<file path="config.mk">
export PLATFORM = sky130hd
export DESIGN_NAME = port_bus_master
export DESIGN_NICKNAME = d
export VERILOG_FILES = /design/src/rtl/port_bus_master.sv
export SDC_FILE = /design/constraint.sdc
export NUM_CORES = 1
export LEC_CHECK = 0
export CAP_MARGIN = 10
export CORE_AREA = 5 5 86 88
export DETAILED_ROUTE_END_ITERATION = 8
export DIE_AREA = 0 0 91 93
export PLACE_DENSITY = 0.83
export SLEW_MARGIN = 20
export SYNTH_ARGS = -nofsm -noshare
export SYNTH_HDL_FRONTEND = slang
export SYNTH_SLANG_ARGS = --single-unit
</file>
<file path="constraint.sdc">
create_clock -name clk -period 3.9 [get_ports clk]
set_clock_uncertainty 0.05 [all_clocks]
set_input_delay 0.78 -clock clk [delete_from_list [all_inputs] [get_ports clk]]
set_output_delay 0.78 -clock clk [all_outputs]
set_load 0.005 [all_outputs]
</file>
<file path="src/rtl/port_bus_master.sv">
// Fixed-sequence port-bus initiator: acks the responder interrupt, reads four status ports,
// writes one MotCtl command and publishes an atomic snapshot. Optional macro: PBM_WR_SKIP_EN.
module port_bus_master #(
  parameter logic [7:0] RD_PORT0 = 8'h0A,
  parameter logic [7:0] RD_PORT1 = 8'h0B,
  parameter logic [7:0] RD_PORT2 = 8'h0C,
  parameter logic [7:0] RD_PORT3 = 8'h0D,
  parameter logic [7:0] WR_PORT  = 8'h09
) (
  input  logic       clk,
  input  logic       rst,
  input  logic       interrupt,
  output logic       interrupt_ack,
  output logic [7:0] port_id,
  output logic [7:0] out_port,
  input  logic [7:0] in_port,
  output logic       write_strobe,
  output logic       k_write_strobe,
  output logic       read_strobe,
  input  logic [7:0] cmd_in,
  output logic [7:0] snap_locx,
  output logic [7:0] snap_locy,
  output logic [7:0] snap_botinfo,
  output logic [7:0] snap_sensors,
  output logic       snap_valid,
  output logic       busy,
  output logic       overrun
);

  typedef enum logic [2:0] {
    S_IDLE, S_ACK, S_RD_SETUP, S_RD_STROBE, S_WR_SETUP, S_WR_STROBE, S_DONE
  } state_t;

  state_t          state, state_nx;
  logic [1:0]      idx;
  logic [7:0]      cmd_q;
  logic [3:0][7:0] shadow;
  logic            pending;
  logic            int_prev;
  logic            skip_wr;
  logic            watch;
  logic [7:0]      rd_port;

`ifdef PBM_WR_SKIP_EN
  logic [7:0] last_cmd;
  logic       last_valid;

  assign skip_wr = last_valid && (cmd_q == last_cmd);

  always_ff @(posedge clk) begin
    if (rst) begin
      last_cmd   <= '0;
      last_valid <= 1'b0;
    end else if (state == S_WR_STROBE) begin
      last_cmd   <= cmd_q;
      last_valid <= 1'b1;
    end
  end
`else
  assign skip_wr = 1'b0;
`endif

  always_comb begin
    case (idx)
      2'd0:    rd_port = RD_PORT0;
      2'd1:    rd_port = RD_PORT1;
      2'd2:    rd_port = RD_PORT2;
      default: rd_port = RD_PORT3;
    endcase
  end

  always_comb begin
    state_nx = state;
    case (state)
      S_IDLE:      if (interrupt) state_nx = S_ACK;
      S_ACK:       state_nx = S_RD_SETUP;
      S_RD_SETUP:  state_nx = S_RD_STROBE;
      S_RD_STROBE: begin
        if (idx == 2'd3) state_nx = skip_wr ? S_DONE : S_WR_SETUP;
        else             state_nx = S_RD_SETUP;
      end
      S_WR_SETUP:  state_nx = S_WR_STROBE;
      S_WR_STROBE: state_nx = S_DONE;
      S_DONE:      state_nx = (pending || interrupt) ? S_ACK : S_IDLE;
      default:     state_nx = S_IDLE;
    endcase
  end

  always_comb begin
    port_id        = '0;
    interrupt_ack  = 1'b0;
    read_strobe    = 1'b0;
    write_strobe   = 1'b0;
    k_write_strobe = 1'b0;
    snap_valid     = 1'b0;
    busy           = (state != S_IDLE);
    case (state)
      S_ACK:       interrupt_ack = 1'b1;
      S_RD_SETUP:  port_id = rd_port;
      S_RD_STROBE: begin
        port_id     = rd_port;
        read_strobe = 1'b1;
      end
      S_WR_SETUP:  port_id = WR_PORT;
      S_WR_STROBE: begin
        port_id      = WR_PORT;
        write_strobe = 1'b1;
      end
      S_DONE:      snap_valid = 1'b1;
      default:     ;
    endcase
  end

  // The responder may still hold interrupt during ACK and the first read setup; ignore it there.
  assign watch = busy && (state != S_ACK) && !((state == S_RD_SETUP) && (idx == 2'd0));

  always_ff @(posedge clk) begin
    if (rst) begin
      state        <= S_IDLE;
      idx          <= '0;
      cmd_q        <= '0;
      out_port     <= '0;
      shadow       <= '0;
      pending      <= 1'b0;
      overrun      <= 1'b0;
      int_prev     <= 1'b0;
      snap_locx    <= '0;
      snap_locy    <= '0;
      snap_botinfo <= '0;
      snap_sensors <= '0;
    end else begin
      state    <= state_nx;
      int_prev <= interrupt;
      if (state_nx == S_ACK) begin
        cmd_q <= cmd_in;
        idx   <= '0;
      end else if ((state == S_RD_STROBE) && (state_nx == S_RD_SETUP)) begin
        idx <= idx + 2'd1;
      end
      if (state == S_RD_STROBE) shadow[idx] <= in_port;
      if (state_nx == S_WR_SETUP) out_port <= cmd_q;
      // Byte 3 lands on the same edge as the commit when the write phase is skipped.
      if (state_nx == S_DONE) begin
        snap_locx    <= shadow[0];
        snap_locy    <= shadow[1];
        snap_botinfo <= shadow[2];
        snap_sensors <= (state == S_RD_STROBE) ? in_port : shadow[3];
      end
      if (state == S_DONE)             pending <= 1'b0;
      else if (watch && interrupt)     pending <= 1'b1;
      if (watch && interrupt && !int_prev && pending) overrun <= 1'b1;
    end
  end

endmodule

</file>
==> results of run 1 <==
## synth_stat cells
library cell | n | area, um2
nand4b_2 | 1 | 15.0
mux2i_1 | 9 | 90.1
nand4bb_1 | 1 | 11.3
and4bb_2 | 1 | 12.5
nor2b_1 | 2 | 12.5
inv_1 | 5 | 18.8
buf_2 | 12 | 60.1
nor3_1 | 6 | 30.0
conb_1 | 1 | 3.75
nand2b_1 | 16 | 100
nand4b_1 | 3 | 26.3
ha_1 | 8 | 100
a21oi_2 | 1 | 8.76
and3_1 | 2 | 12.5
or3_1 | 1 | 6.26
dfxtp_1 | 88 | 1760
and4b_1 | 4 | 40.0
a41oi_1 | 1 | 8.76
or2_2 | 1 | 6.26
nand3b_1 | 2 | 15.0
inv_2 | 1 | 3.75
nor2_1 | 5 | 18.8
clkbuf_1 | 15 | 56.3
buf_4 | 5 | 37.5
buf_6 | 2 | 22.5
or3b_1 | 1 | 8.76
xnor2_1 | 1 | 8.76
a21oi_1 | 76 | 380
nand2_1 | 144 | 541
o21a_1 | 3 | 22.5
o211ai_1 | 2 | 15.0
## per-layer routing
layer  wire [um]  global-route usage, %  vias to the layer above  part of all wire (%)
li1            -                      -                     1464                     -
met1        3380                   22.6                     1360                    44
met2        3650                   30.6                       85                    48
met3         498                   4.02                       12                   6.5
met4         140                   7.95                        0                   1.8
met5           0                      0                        -                     0
## cell families (layout without fill, tap and decap cells)
logic type / Yosys count / in the layout / synth area share [%]
other: 1 / 5 / 0.109
and+or+nand+nor: 190 / 190 / 24.8
buffers and inverters: 40 / 92 / 5.76
adders and majority gates: 8 / 8 / 2.90
muxes: 9 / 9 / 2.61
xor gates and xnor gates: 1 / 1 / 0.254
AOI/OAI and AO/OA: 83 / 83 / 12.6
DFF: 88 / 88 / 51.0
## sequential cells by signal (all words and copies together) (netlist names)
| signal | flops |
|---|---|
| pending | 1 |
| idx | 2 |
| snap_botinfo | 8 |
| overrun | 1 |
| snap_sensors | 8 |
| snap_locy | 8 |
| int_prev | 1 |
| shadow | 32 |
| cmd_q | 8 |
| out_port | 8 |
| snap_locx | 8 |
| state | 3 |
## per-stage QoR
step                hold slack [ps]  util, %  instances  setup WS [ps]  area [um2]
floorplan                       382        -        424           1830        3470
global placement                385     62.2        540           1240        4080
detailed placement              394     62.2        540           1100        4080
CTS                             404     65.6        556            675        4310
global route                    418     65.6        556            506        4310
finish                          402     65.6        556            651        4310
## final cells by class
class,instances,area [um2]
fill,533,2260
timing repair buffer,70,691
clock buffer,10,138
multi-input combinational,296,1510
sequential,88,1760
tap,80,100
clock inverter,6,90.1
inverter,6,22.5
## how the worst max path moves through the flow
stage	end	depth (start not counted)	start	slack [ps]
6_report	port_id[1]	5	state[1]	650
5_1_grt	port_id[1]	5	state[1]	510
4_1_cts	port_id[1]	5	state[1]	680
2_1_floorplan	port_id[1]	6	state[1]	1830
3_3_place_gp	write_strobe	3	state[0]	1240
3_5_place_dp	port_id[1]	5	state[1]	1100
## placed cells by master (no fill, tap or decap)
master	synthesis	final
nand2_1	144	144
dfxtp_1	88	88
a21oi_1	76	76
clkdlybuf4s50_1	0	67
nand2b_1	16	16
clkbuf_8	0	10
mux2i_1	9	9
ha_1	8	8
nor3_1	6	6
inv_1	5	5
nor2_1	5	5
conb_1	1	5
and4b_1	4	4
o21a_1	3	3
nand4b_1	3	3
and3_1	2	2
nand3b_1	2	2
o211ai_1	2	2
nor2b_1	2	2
inv_6	0	2
bufinv_16	0	2
buf_4	5	2
or3_1	1	1
inv_2	1	1
nand4b_2	1	1
nand4bb_1	1	1
a41oi_1	1	1
or3b_1	1	1
a21oi_2	1	1
and4bb_2	1	1
or2_2	1	1
xnor2_1	1	1
clkinv_2	0	1
clkinvlp_4	0	1
buf_2	12	1
## power by group
| part | internal [mW] | switching (mW) |
|---|---|---|
| sequential | 0.909 | 0.0136 |
| clock | 0.382 | 0.322 |
| combinational | 0.0435 | 0.0455 |
## worst reg2reg max path: stages, from the launching register on
cell and delay [ps]:
dfxtp_1 500, or3b_1 460, a21oi_2 580, mux2i_1 260
==> summary.md, run 1 <==
| Metric | Value |
|---|---|
| Status | complete, no violations |
| Fin. Hold Viols | 0 |
| Die Height | 93 um |
| Gate Count Post-Synth | 420 |
| Largest delay share family, worst path | buffers and inverters |
| Starting Density | 52.6% |
| Hold WC Path Type | register to register |
| Number of global-route vias before repair | 2,632 |
| Routed WL | 7670 um |
| Site Rows | 30 |
| Crit Path Class | register to output port |
| Final Critical Period | 3250 ps |
| Setup TNS | 0 ps |
| CP max stage delay | 680 ps |
| CP Max Fanout | 20 |
| # port buffers | 68 |
| Overall power | 1.72 mW |
| Remaining global-route overflow | 0 |
| Clk sinks | 88 |
| Wire per inst | 13.8 um |
| Max_cap viols | 0 |
| ANT cells | 0 |
| Min-delay src | shadow[31] |
| Largest net degree at the start of global routing | 60 |
| RSZ-0062 raised after global routing | no |
| Crit-path slowest cell | dfxtp_1 |
| Final period utilization | 83.3% |
| Placed wire-length estimate | 5110 um |
| Post-CTS setup buffer count | 0 |
| Clk pin slew, worst setup/hold paths | 90 ps |
| Setup crit end kind | output port |
| ANT nets after route | 0 |
| Ys Warns | 0 |
| Pre-antenna DRT Iters | 4 |
| TritonCTS clock tree | yes |
| DR vias/cell | 5.25 |
| Skew-Pair Late Insertion Delay | 350 ps |
| Cells along the critical path | inv_1 -> ha_1 -> o211ai_1 -> nor2_1 -> clkdlybuf4s50_1 |
| Startpoint Class | register |
| Pwr per Cell Area | 398 nW/um2 |
| R2R setup slack | 1990 ps |
| Cts hold-fix bufs | 0 |
| Die area | 8460 um2 |
| RD Place Congestion | 0.834 |
| Tot GR Track Use | 18.3% |
| Final nets | 498 |
| Final setup fails | 0 |
| Slew headroom | 37.0% |
| RR Startpoint | state[1] |
| Worst-case reg-to-reg path depth | 3 |
| R2R Path End | cmd_q[2] |
| Critical Path RT | 3070 ps |
| Buf/Inv on CP | 2 |
| Synth Register Bits | 88 |
| Seq/Total Area, Yosys | 51.0% |
| Share of layout cells above drive strength 1 | 5.04% |
| DRC | 0 |
| Routed via count | 2,921 |
| Chip width | 91 um |
| Core Area | 6570 um2 |
| Measured slew at the worst slew-check pin | 945 ps |
| Max H-tree Level | 3 |
| Peak VDD IR | 0.000291 V |
| Clk root buf | clkbuf_8 |
| Avg Cell Area, Syn | 8.23 um2 |
| Fin. max-slew vios | 0 |
| Fmax | 308 MHz |
| 1st-iter DRT viols | 148 |
| Worst hold stages | 2 |
| Io pins | 74 |
| Post-Syn Area | 3450 um2 |
| Crit path arrival time | 2420 ps |
| Max clock buf depth | 2 |
| Global-route wire length before repair | 12,600 um |
| Lkg Pwr | 1.48 nW |
| Initial antenna violation count | 0 |
| Syn-to-layout area delta | 24.8% |
| CTS resizes | 0 |
| Hold Path End | snap_sensors[7] |
| Num CTS Buffers | 9 |
| Count of different cell masters after synthesis | 31 |
Power figures use the tool's default switching activity.
==> run 2, diff against run 1 <==
Settings changed: CORE_AREA 5 5 86 88 to 5 5 94 96, DIE_AREA 0 0 91 93 to 0 0 99 101, PLACE_DENSITY 0.83 to 0.74.
Clock period 3.9 ns to 2.6 ns, I/O delays scaled along.
==> summary.md, run 2 (synthesis results as in run 1) <==
| Metric | Value |
|---|---|
| Syn-to-layout area delta | 26.8% |
| Combinational Power Share | 6.0% (+0.8 points) |
| Gr busiest metal | met2 |
| Io pins | 74 (unchanged) |
| Routed via count | 2,870 (-1.7%) |
| Switching share of power | 23.4% (+1.2 points) |
| Clk pin slew, worst setup/hold paths | 90 ps (about the same) |
| Tot GR Track Use | 15.6% (-2.7 points) |
| Internal power | 1.91 mW (+43%) |
| Met3 Use GR | 5.33% (+1.3 points) |
| Post-Layout Cell Count | 585 (+5.2%) |
| Largest net degree at the start of global routing | 65 (+8.3%) |
| Max FFs per register | 32 (unchanged) |
| Dpl cells | 569 (+5.4%) |
| ANT nets after route | 0 (unchanged) |
| 1st-iter DRT viols | 144 (-2.7%) |
| Site Rows | 33 (+10%) |
| CTS resizes | 0 (unchanged) |
| Largest Register | shadow |
| Num CTS Buffers | 9 (unchanged) |
| Cts hold-fix bufs | 0 (unchanged) |
| # port buffers | 68 (unchanged) |
| Clk sinks | 88 (unchanged) |
| Sequential power share | 55.3% (+1.5 points) |
| Routed WL | 7790 um (+1.7%) |
| Crit path capture | port_id[0] |
| Pre-antenna DRT Iters | 4 (unchanged) |
| Core Area | 7970 um2 (+21%) |
| Initial antenna violation count | 0 (unchanged) |
| Worst hold stages | 2 (unchanged) |
| Fin. Hold Viols | 0 (unchanged) |
| Fin util | 55.0% (-11 points) |
| Max H-tree Level | 3 (unchanged) |
| RSZ-0062 raised after global routing | no |
| Net Sw Power | 585 uW (+54%) |
| TritonCTS clock tree | yes |
| Crit path arrival time | 1910 ps (-510 ps) |
| Status | complete, no violations |
| Fmax | 403 MHz |
| Final period utilization | 95.5% |
| Crit Path Class | register to output port |
| Startpoint Class | register |
| CP Max Fanout | 5 (-75%) |
| Share of layout cells above drive strength 1 | 6.04% (+1.0 points) |
| Post-CTS setup buffer count | 0 (unchanged) |
| Peak VDD IR | 0.000250 V (-14%) |
| Lkg Pwr | 1.49 nW (+0.91%) |
| Wire per inst | 13.3 um (-3.4%) |
| Crit path from | idx[1] |
| Chip width | 99 um (+8.8%) |
| Skew-Pair Late Insertion Delay | 350 ps (about the same) |
| Number of global-route vias before repair | 2,647 (+0.57%) |
| Final setup fails | 0 (unchanged) |
| Critical Path RT | 2030 ps (-1040 ps) |
| GRT met2 Usage | 24.5% (-6.2 points) |
| Worst-case reg-to-reg path depth | 3 (unchanged) |
| Starting Density | 43.4% (-9.2 points) |
| Max clock buf depth | 2 (unchanged) |
| Slew headroom | 51.8% (+15 points) |
| Placed wire-length estimate | 5270 um (+3.1%) |
| Fin. max-slew vios | 0 (unchanged) |
| Global-route wire length before repair | 12,500 um (-0.82%) |
| Setup crit end kind | output port |
| Final Critical Period | 2480 ps |
| Clock power share | 38.8% (-2.2 points) |
| Die Height | 101 um (+8.6%) |
| Pre-CTS WS | 465 ps (-633 ps) |
| DR vias/cell | 4.91 (-6.6%) |
| Measured slew at the worst slew-check pin | 722 ps (-224 ps) |
| GR Layer Usage met1 | 20.0% (-2.6 points) |
| RR Startpoint | state[0] |
| Max_cap viols | 0 (unchanged) |
| PnR worst setup slack | 118 ps (-533 ps) |
| Clk root buf | clkbuf_8 |
| R2R Path End | shadow[31] |
| DRC | 0 (unchanged) |
| Commonest non-fill, non-tap cell in the layout | nand2_1 |
| Remaining global-route overflow | 0 (unchanged) |
| RD Place Congestion | 0.831 (-0.40%) |
| Die area | 10000 um2 (+18%) |
| Hold WC Path Type | register to register |
| Commonest non-fill, non-tap cells in the layout | nand2_1 (144), dfxtp_1 (88), a21oi_1 (76), clkdlybuf4s50_1 (67), nand2b_1 (16) |
| R2R setup slack | 770 ps (-1220 ps) |
| Final nets | 502 (+0.80%) |
| ANT cells | 0 (unchanged) |
| Pwr per Cell Area | 570 nW/um2 (+43%) |
| Setup TNS | 0 ps (unchanged) |
-- run 2: layer usage --
layer,share of wire (%),vias to the layer above,routed length (um)
li1,-,1462,-
met1,46,1317,3590
met2,46,79,3550
met3,7.1,12,553
met4,1.2,0,94
met5,0,-,0
-- run 2: worst min path at each step --
stage	to	start	slack, ps
floorplan	snap_botinfo[0]	shadow[16]	380
global route	shadow[20]	shadow[20]	420
detailed placement	snap_locy[3]	shadow[11]	390
global placement	snap_locx[7]	shadow[7]	390
CTS	out_port[3]	cmd_q[3]	410
finish	shadow[12]	shadow[12]	410
-- run 2: through the flow --
step,power [mW],area [um2],hold slack (ps)
global placement,1.55,4160,391
detailed placement,1.56,4160,395
floorplan,1.50,3470,382
CTS,2.51,4360,407
finish,2.49,4380,408
global route,2.59,4380,421
-- run 2: power by group through the flow --
stage	clock [mW]	sequential [mW]	combinational [mW]
after floorplan	0	1.40	0.0949
after global placement	0	1.41	0.142
after detailed placement	0	1.41	0.145
after CTS	0.988	1.38	0.146
after global routing	1.05	1.38	0.162
final	0.967	1.38	0.149
-- run 2: critical path, stage by stage (launching register included) --
cell             delay (ps)
dfxtp_1                 420
inv_1                    90
ha_1                    240
o21a_1                  190
o21a_1                  170
clkdlybuf4s50_1         440
-- run 2: cell type report --
cell class,instances,area [um2]
clock buffers,10,138
clock inverters,6,67.6
fillers,746,3590
inverters,6,22.5
multi-input cells,296,1520
flip-flops and latches,88,1760
well taps,105,131
repair buffers,74,737
==> run 3, diff against run 2 <==
Settings changed: SKIP_CTS_REPAIR_TIMING set to 1.
==> results of run 3 <==
The final DEF is identical to that of run 2; final timing and power are the same.
